File: src/rtl/fetch_unit.sv
// fetch_unit: instruction-fetch stage. Owns the PC, performs one ready-based
// instruction-memory read per instruction and hands the word to the decoder.
// Sequence: BOOT (one idle cycle after reset) -> FETCH -> ISSUE -> FETCH ...
module fetch_unit #(
    parameter logic [31:0] RESET_PC  = 32'h0000_0000,
    parameter logic [31:0] NOP_INSTR = 32'h0000_0013
) (
    input  logic        clk,
    input  logic        rst,
    input  logic [1:0]  OrigPC,
    input  logic        Zero,
    input  logic [31:0] Imm,
    input  logic        stall,
    output logic        imem_req,
    output logic [31:0] imem_addr,
    input  logic        imem_ready,
    input  logic [31:0] imem_rdata,
    output logic [31:0] instruction,
    output logic        instr_valid,
    output logic [31:0] pc,
    output logic [31:0] pc_plus4,
    output logic        misaligned
);

    typedef enum logic [1:0] {
        BOOT  = 2'd0,
        FETCH = 2'd1,
        ISSUE = 2'd2
    } state_t;

    state_t      state;
    state_t      state_nxt;
    logic        load;
    logic        update;
    logic [31:0] target;
    logic [31:0] next_pc;

    assign pc_plus4  = pc + 32'd4;
    assign imem_addr = pc;
    assign next_pc   = {target[31:2], 2'b00};

    // State register; reset abandons any in-flight request.
    always_ff @(posedge clk or posedge rst) begin
        if (rst) begin
            state <= BOOT;
        end else begin
            state <= state_nxt;
        end
    end

    // Next-state logic, memory request and the load/update strobes.
    always_comb begin
        state_nxt = state;
        imem_req  = 1'b0;
        load      = 1'b0;
        update    = 1'b0;
        case (state)
            BOOT: begin
                state_nxt = FETCH;
            end
            FETCH: begin
                imem_req = 1'b1;
                if (imem_ready) begin
                    load      = 1'b1;
                    state_nxt = ISSUE;
                end
            end
            ISSUE: begin
                if (!stall) begin
                    update    = 1'b1;
                    state_nxt = FETCH;
                end
            end
            default: begin
                state_nxt = BOOT;
            end
        endcase
    end

    // Raw next-PC target from the decoder select; code 3 behaves as PC4.
    always_comb begin
        case (OrigPC)
            2'd1:    target = Zero ? (pc + Imm) : pc_plus4;
            2'd2:    target = pc + Imm;
            default: target = pc_plus4;
        endcase
    end

    // PC, fetched instruction, valid flag and the misalignment pulse.
    always_ff @(posedge clk or posedge rst) begin
        if (rst) begin
            pc          <= RESET_PC;
            instruction <= NOP_INSTR;
            instr_valid <= 1'b0;
            misaligned  <= 1'b0;
        end else begin
            misaligned <= update && (target[1:0] != 2'b00);
            if (load) begin
                instruction <= imem_rdata;
                instr_valid <= 1'b1;
            end else if (update) begin
                pc          <= next_pc;
                instruction <= NOP_INSTR;
                instr_valid <= 1'b0;
            end
        end
    end

endmodule

File: config.mk
export PLATFORM = sky130hd
export DESIGN_NAME = fetch_unit
export DESIGN_NICKNAME = d
export VERILOG_FILES = /design/src/rtl/fetch_unit.sv
export SDC_FILE = /design/constraint.sdc
export NUM_CORES = 1
export LEC_CHECK = 0
export ABC_AREA = 1
export CAP_MARGIN = 20
export CORE_ASPECT_RATIO = 1.25
export CORE_MARGIN = 2
export CORE_UTILIZATION = 40
export CTS_CLUSTER_SIZE = 40
export DETAILED_ROUTE_END_ITERATION = 12
export PLACE_DENSITY = 0.71
export SLEW_MARGIN = 15
export SYNTH_ARGS = -nofsm -noshare
export SYNTH_HDL_FRONTEND = slang
export SYNTH_SLANG_ARGS = --single-unit
File: constraint.sdc
create_clock -name clk -period 3.4 [get_ports clk]
set_input_delay 0.68 -clock clk [delete_from_list [all_inputs] [get_ports clk]]
set_output_delay 0.68 -clock clk [all_outputs]
set_load 0.005 [all_outputs]
==> results.cfg, run 1 <==
[floorplan]
die_x_um = 116.6
core_area_um2 = 15570
initial_core_util_pct = 40.71
boundaryPins = 202
fp-row-count = 51
die_area_um2 = 16880
fp.dieH_um = 144.7

[synthesis]
syn_area_um2 = 6339
synth_edf_count = 0
ys_seq_area_share_pct = 26.12
async_flop_share_pct = 100.0
synth_cells = 988
synth.distinct_cells = 47
syn_avg_cell_area_um2 = 6.416
ys.flop_type = dfrtp_1
yosys_register_bits = 66
yosys_warnings = 0

[worst_setup_path]
path_cells = ha_1 > nand3_1 > inv_2 > nand3_1 > inv_2 > nand2_1 > xor2_2 > clkdlybuf4s50_1
cp.depth = 8
cp.arrival_ps = 2540
path_delay_family = buffers and inverters
crit_slowest_cell = clkdlybuf4s50_1
crit_fanout = 6
startpoint_type = flip-flop
crit_type = flip-flop to output pin
crit_start = imem_addr[2]
cp_num_buf_inv = 3
reg2reg_depth = 12
crit_required_ps = 2720
cp_slowest_stage_delay_ps = 570
timing.rr.start = imem_addr[2]
r2r_slack_ps = 1030
cp-end-kind = output pin

[final_layout]
finalNonFillerCells = 1372
area_delta_synth_final_pct = 36.04
mostFrequentLayoutCell = nand2_1
layout-drive-gt1-share_pct = 5.862
mostFrequentLayoutCells = nand2_1, clkdlybuf4s50_1, inv_1
fin_nets = 1259
antennaDiodeCount = 0

[clocking]
htreeDepth = 3
clk_latency_ps = 340
clk_pin_slew_ps = 60
clockRootBuffer = clkbuf_16
postCtsHoldBufs = 0
cts_resized = 0
clock-sinks = 66
numCtsBuffers = 9
cts_tree = built
clockBufferDepth = 2
cts_setup_buffers = 0

[power]
netSwitchingPower_mw = 3.548
p_int_mw = 4.216
p_leak_nw = 4.522
p_per_area_nw_per_um2 = 900.3
seqPwrFrac_pct = 21.7
peakVddDrop_v = 0.0004887
sw_frac_of_total_pct = 45.70
clkPwrFrac_pct = 12.5
power_frac_comb_pct = 65.9

[sta]
finalSetupViolCount = 0
period_share_pct = 94.66
fmax_ghz = 0.3107
setup-tns-final_ps = 0
rsz0062_at_grt = false
fin_crit_ps = 3218
hold_viol_final = 0
fin_skew_ps = 7.315
tightestPinTransition_ps = 788.5
max-slew-margin-rel_pct = 47.37
report.final.slew_viol_count = 0

[routing]
firstDrtPassIters = 7
drc = 0
route.vias.total = 6903
routed_wl_um = 21370
wl_per_cell_um = 15.58
ant_nets = 0
via_per_inst = 5.031
drt_iter0_markers = 472

[run]
maxCapViolations = 0

[place]
io_buffers = 195
gp_congestion = 0.9628
dp_hpwl_um = 16910
dp.cells = 1356

[global_routing]
first_global_vias = 6346
antenna_found_initial = 0
grt_use_total_pct = 25.14
grt_first_pass_wirelength_um = 32820
overflow = 0
grt_max_degree = 34

[min_path]
min_path_type = flip-flop to flip-flop
hp-start = instr_valid
hold_depth = 2

[status]
status = finished, final reports clean
==> cells by family after synthesis <==
kind of cell | after synthesis | synth area share (%)
AND/OR/NAND/NOR | 514 | 34.96
buffers and inverters | 245 | 16.86
AO/OA/AOI/OAI | 114 | 13.07
flip-flops | 66 | 26.12
adder cells (fa/ha/maj) | 33 | 6.632
XOR/XNOR | 15 | 2.310
other | 1 | 0.05916
==> cell type report <==
cell class,count,area (µm²)
well taps,212,265.3
flip-flops and latches,66,1655
fillers,1606,6947
inverters,189,709.4
multi-input cells,682,3647
repair buffers,207,2042
clock inverters,7,78.83
clock buffers,9,225.2
==> worst paths after layout <==
path,end
setup / recovery,pc_plus4[18]
hold / removal,instr_valid
setup reg to reg,imem_addr[22]
hold reg to reg,instr_valid
max in group asynchronous,instruction[4]
min in group asynchronous,imem_addr[15]
==> synth_stat cells, drive strengths merged, types with 2 or more instances <==
cell type,count,area share (%)
a32o,29,4.6
nand2,320,19
clkbuf,14,0.83
inv,189,11
o22a,4,0.55
dfrtp,63,25
a21boi,14,1.9
a221oi,2,0.28
buf,42,4.8
and2,9,0.89
o21ai,16,1.3
o21bai,2,0.24
nand4,8,0.79
ha,32,6.3
or2,7,0.69
nand3b,5,0.79
nor3,14,1.4
nor2,72,4.9
xor2,15,2.3
a31oi,4,0.39
a21oi,32,2.5
a22oi,5,0.59
a2bb2oi,2,0.28
dfstp,3,1.2
nand3,78,6.2
==> power groups by stage <==
stage | registers, mW | logic (mW) | clock network [mW]
after global routing | 1.75 | 5.68 | 1.01
final | 1.68 | 5.11 | 0.967
after CTS | 1.69 | 5.11 | 0.979
after global placement | 1.68 | 5.04 | 0
after floorplan | 1.57 | 2.97 | 0
after detailed placement | 1.69 | 5.08 | 0
==> registers in the layout, summed over array words and instances (netlist names) <==
signal / count
instr_valid: 1
misaligned: 1
state: 2
instruction: 32
imem_addr: 30
==> through the flow <==
stage	hold WS [ps]	utilization (%)	area [µm²]	setup slack (ps)	power (mW)
after floorplan	465.4	-	6357	1070	4.532
after global placement	464.0	53.38	8312	403.3	6.720
after detailed placement	471.8	53.38	8312	373.1	6.768
after CTS	489.4	55.34	8616	144.4	7.776
after global routing	503.2	55.38	8623	62.02	8.444
final	481.1	55.38	8623	181.5	7.763
==> metal layers <==
layer	wire length (µm)	GRT usage (%)
met5	0	0
met1	8922	32.39
met3	1648	5.789
met4	634	8.669
met2	10170	41.37
==> worst register-to-register path: stages, from the launching register on <==
cell and delay [ps]:
dfrtp_1 460, ha_1 260, inv_1 70, fa_1 350, inv_1 160, nand3_1 100
nand3_1 190, nand3_1 100, nand3_1 180, nand2_1 110, nand3b_1 90, nand3_1 100
a21boi_2 130
Note: power is estimated with default switching activity, not from simulation.
==> inputs of run 2 (changes only) <==
SETUP_SLACK_MARGIN = 0.4   (was unset)
==> run 2 against run 1 <==
Effect of this change: maximum frequency increased by 8.1%; sequential cell count unchanged; critical path depth unchanged; die area unchanged; clock power about the same; clock skew about the same; wire length increased by 2.1%; via count increased by 2.4%; critical path type unchanged; critical endpoint unchanged; largest cell class unchanged; highest routed layer unchanged.
==> results.cfg, run 2 (same netlist as run 1, synthesis figures left out) <==
[power]
peakVddDrop_v = 0.0004907
p_leak_nw = 4.627
p_per_area_nw_per_um2 = 907.6

[routing]
drc = 0
via_per_inst = 5.076
routed_wl_um = 21820
route.vias.total = 7071
ant_nets = 0
firstDrtPassIters = 5
wl_per_cell_um = 15.67
drt_iter0_markers = 559

[global_routing]
grt_max_degree = 34
first_global_vias = 6380
grt_first_pass_wirelength_um = 32930
overflow = 0
grt_use_total_pct = 25.25
antenna_found_initial = 0

[clocking]
clock-sinks = 66
clockBufferDepth = 2
clockRootBuffer = clkbuf_16
htreeDepth = 3
postCtsHoldBufs = 0
clk_latency_ps = 340
clk_pin_slew_ps = 60
cts_tree = built
numCtsBuffers = 9

[worst_setup_path]
crit_slowest_cell = clkdlybuf4s50_1
path_delay_family = buffers and inverters
cp-end-kind = output pin
cp_num_buf_inv = 3
cpMostUsedCell = inv_2
path_cells = ha_4 > nand3_2 > inv_2 > nand3_1 > inv_2 > nand2_1 > xor2_2 > clkdlybuf4s50_1
crit_fanout = 3
crit_type = flip-flop to output pin
startpoint_type = flip-flop
cp_slowest_stage_delay_ps = 570
cp.arrival_ps = 2300
crit_required_ps = 2720

[final_layout]
area_delta_synth_final_pct = 40.49
top_register = instruction
fin_nets = 1280
mostFrequentLayoutCells = nand2_1, clkdlybuf4s50_1, inv_1
fin_area_um2 = 8905
largest_register_ffs = 32
layout-drive-gt1-share_pct = 11.26
antennaDiodeCount = 0
mostFrequentLayoutCell = nand2_1

[floorplan]
die_x_um = 116.6
fp.dieH_um = 144.7
core_area_um2 = 15570
fp-row-count = 51
initial_core_util_pct = 40.71
boundaryPins = 202
die_area_um2 = 16880

[run]
maxCapViolations = 0

[min_path]
min_path_type = flip-flop to flip-flop

[place]
gp_congestion = 0.9628
io_buffers = 195
dpl_cell_area_um2 = 8312
place_ws_ps = 373.1
dp_hpwl_um = 16910

[sta]
setup_slack_ps = 423.6
tightestPinTransition_ps = 793.9
rsz0062_at_grt = true
period_share_pct = 87.54
hold_viol_final = 0
fmax_ghz = 0.3360
max-slew-margin-rel_pct = 47.02
fin_skew_ps = 7.315
setup-tns-final_ps = 0
fin_crit_ps = 2976
report.final.slew_viol_count = 0
finalSetupViolCount = 0

[status]
status = finished, final reports clean
run 2: routing by layer:
layer	GRT usage [%]	share of wire [%]
met5	0	0
met3	5.789	8.1
met4	8.669	3.1
met1	32.52	41
met2	41.62	48
run 2: timing repair:
action	in CTS	in global routing
endpoints found under the setup margin	17	17
buffers inserted	4	17
gates cloned	0	0
gates resized for setup	16	34
pin swaps	0	5
run 2: metrics by stage:
stage | util [%] | instances | hold slack (ps) | power, mW
after floorplan | - | 993 | 465.4 | 4.532
after global placement | 53.38 | 1356 | 464.0 | 6.720
after detailed placement | 53.38 | 1356 | 471.8 | 6.768
after CTS | 55.75 | 1376 | 489.4 | 7.846
after global routing | 57.19 | 1393 | 503.2 | 8.747
final | 57.19 | 1393 | 486.2 | 8.082
run 2: worst register-to-register path, cell delays in order (launching register included):
cell	delay, ps
dfrtp_2	410
buf_6	120
ha_1	210
inv_1	70
fa_1	350
inv_1	160
nand3_1	100
nand3_1	190
nand3_1	100
nand3_1	170
nand2_1	100
nand3b_1	90
nand3_1	100
a21boi_2	130
run 2: cell type report:
type	count	area (µm²)
Fill cell	1570	6665
Multi-Input combinational cell	682	3732
Timing Repair Buffer	228	2208
Sequential cell	66	1685
Inverter	189	709.4
Tap cell	212	265.3
Clock buffer	9	225.2
Clock inverter	7	78.83
run 2: path summary, 6_finish.rpt:
path	from	endpoint	cells past startpoint	slack [ps]
max	imem_addr[2]	pc_plus4[18]	8	420
min	instr_valid	instr_valid	2	490
max reg2reg	imem_addr[2]	imem_addr[22]	13	1010
min reg2reg	instr_valid	instr_valid	2	490
max in group asynchronous	rst	instruction[1]	3	1980
min in group asynchronous	rst	imem_addr[15]	2	650
run 2: report_power, final:
group | internal [mW] | switching [mW] | total [mW] | leakage [nW]
clock network | 0.574 | 0.395 | 0.969 | 0.150
registers | 1.19 | 0.476 | 1.67 | 0.759
logic | 2.66 | 2.79 | 5.45 | 3.72
total | 4.42 | 3.66 | 8.08 | 4.63
==> inputs of run 3 (changes only) <==
GPL_TIMING_DRIVEN = 0   (was unset)
==> run 3 against run 2 <==
Effect of this change: core utilization up 1.4 points; cell count is 3.0% higher; combinational power is 3% higher; sequential share of layout area down 0.43 points; total power is 1.2% higher; via count increased by 0.30%; global-route usage increased by 0.65 points; non-clock buffer count grew 42; wire length grew 1.0%; critical path depth grew 1; first-iteration DRC count down 12%; sequential power about the same.
==> results.cfg, run 3 (same netlist as run 1, synthesis figures left out) <==
[clocking]
cts_tree = built
clk_pin_slew_ps = 60
clock-sinks = 66
clockBufferDepth = 2
clk_latency_ps = 340
clockRootBuffer = clkbuf_16
htreeDepth = 3
numCtsBuffers = 9

[routing]
wl_per_cell_um = 15.37
drt_iter0_markers = 490
via_per_inst = 4.942
routed_wl_um = 22050
drc = 0
route.vias.total = 7092
ant_nets = 0
firstDrtPassIters = 5

[place]
dp.cells = 1401
place_ws_ps = 292.7
gp_congestion = 0.9284
dpl_cell_area_um2 = 8605
dp_hpwl_um = 17320
io_buffers = 195

[power]
power_frac_comb_pct = 68.6
p_leak_nw = 4.741
sw_frac_of_total_pct = 44.93
clkPwrFrac_pct = 10.6
p_per_area_nw_per_um2 = 896.2
p_int_mw = 4.505
seqPwrFrac_pct = 20.8
netSwitchingPower_mw = 3.676
peakVddDrop_v = 0.0005007

[worst_setup_path]
cp_num_buf_inv = 2
cpMostUsedCell = nand2_1
crit_fanout = 5
crit_slowest_cell = clkdlybuf4s50_1
cp.arrival_ps = 2240
path_cells = buf_4 > nand3_4 > nor2_4 > nand3b_4 > nor2_8 > nand2_1 > nand2_1 > and2_1 > clkdlybuf4s50_1
startpoint_type = flip-flop
cp_slowest_stage_delay_ps = 510
crit_type = flip-flop to output pin
cp-end-kind = output pin
path_delay_family = simple AND/OR/NAND/NOR gates
crit_required_ps = 2720

[final_layout]
fin_nets = 1322
area_delta_synth_final_pct = 44.00
fin_util_pct = 58.62
fill_cells = 1549
layout-drive-gt1-share_pct = 12.84
multi_input_area_um2 = 3711
seq_area_um2 = 1688
mostFrequentLayoutCell = nand2_1
mostFrequentLayoutCells = nand2_1, clkdlybuf4s50_1, inv_1
fin_area_um2 = 9128
largest_register_ffs = 32
top_register = instruction
finalNonFillerCells = 1435
antennaDiodeCount = 0

[global_routing]
grt_first_pass_wirelength_um = 33700
overflow = 0
grt_use_total_pct = 25.90
antenna_found_initial = 0
grt_max_degree = 51
first_global_vias = 6576

[floorplan]
fp.dieH_um = 144.7
core_area_um2 = 15570
boundaryPins = 202
initial_core_util_pct = 40.71
die_area_um2 = 16880
die_x_um = 116.6
fp-row-count = 51

[sta]
period_share_pct = 86.01
max-slew-margin-rel_pct = 46.45
fmax_ghz = 0.3420
finalSetupViolCount = 0
setup_slack_ps = 475.8
hold_viol_final = 0
report.final.slew_viol_count = 0
setup-tns-final_ps = 0
fin_skew_ps = 4.974
rsz0062_at_grt = true
fin_crit_ps = 2924
tightestPinTransition_ps = 803.3

[status]
status = finished, final reports clean

[min_path]
min_path_type = flip-flop to flip-flop

[run]
maxCapViolations = 0
[run 3: changes by cell type in the layout (fill, tap and decap cells not counted), moves of 2 or more]
| cell | before | now |
|---|---|---|
| clkinv_4 | 4 | 1 |
| buf_4 | 32 | 54 |
| clkinvlp_4 | 0 | 4 |
| nor2_2 | 11 | 9 |
| dfrtp_2 | 24 | 26 |
| clkbuf_1 | 0 | 15 |
| buf_2 | 0 | 5 |
| nor3_1 | 5 | 7 |
| dfrtp_1 | 39 | 37 |
[run 3: final timing paths]
check / depth (start not counted) / slack (ps) / from / end
min in group asynchronous: 2 / 640 / rst / misaligned
hold / removal: 2 / 480 / instr_valid / instr_valid
hold reg to reg: 2 / 480 / instr_valid / instr_valid
max in group asynchronous: 3 / 2180 / rst / instruction[4]
setup reg to reg: 13 / 990 / imem_addr[2] / imem_addr[30]
setup / recovery: 9 / 480 / imem_addr[2] / pc_plus4[21]
[run 3: per-stage QoR]
stage / hold WS [ps] / power [mW]
5_1_grt: 495.4 / 8.870
4_1_cts: 481.2 / 7.975
3_5_place_dp: 463.2 / 6.998
6_report: 477.7 / 8.180
2_1_floorplan: 465.4 / 4.532
3_3_place_gp: 454.8 / 6.949
[run 3: routing by layer]
layer | global-route usage [%] | wire length [µm] | vias to the layer above
met5 | 0 | 0 | -
met4 | 10.90 | 742 | 0
met3 | 5.414 | 1757 | 42
met2 | 42.41 | 10450 | 304
met1 | 33.08 | 9101 | 3196
li1 | - | - | 3550
[run 3: worst min-delay path, delay by kind of cell, from the launching register on]
family / cells / cell delay (ps)
flops: 1 / 340
simple gates: 2 / 110
[run 3: what timing repair did]
| item | 4_1_cts | 5_1_grt |
|---|---|---|
| gates resized for setup | 17 | 30 |
| setup endpoints to repair | 14 | 18 |
| hold buffers | 0 | 0 |
| buffers inserted | 3 | 15 |
| pin swaps | 0 | 4 |
[run 3: layout make-up]
class	count	area share [%]
multi-input combinational	682	40.66
timing repair buffer	214	23.22
sequential	66	18.49
inverter	189	7.800
buffer	56	3.934
tap	212	2.906
clock buffer	10	2.509
clock inverter	6	0.4798
[run 3: power by group through the flow]
stage | Clock (mW) | Combinational, mW | Sequential, mW
floorplan | 0 | 2.97 | 1.57
global placement | 0 | 5.23 | 1.71
detailed placement | 0 | 5.28 | 1.72
CTS | 0.874 | 5.38 | 1.72
global route | 0.909 | 6.21 | 1.75
finish | 0.869 | 5.61 | 1.70
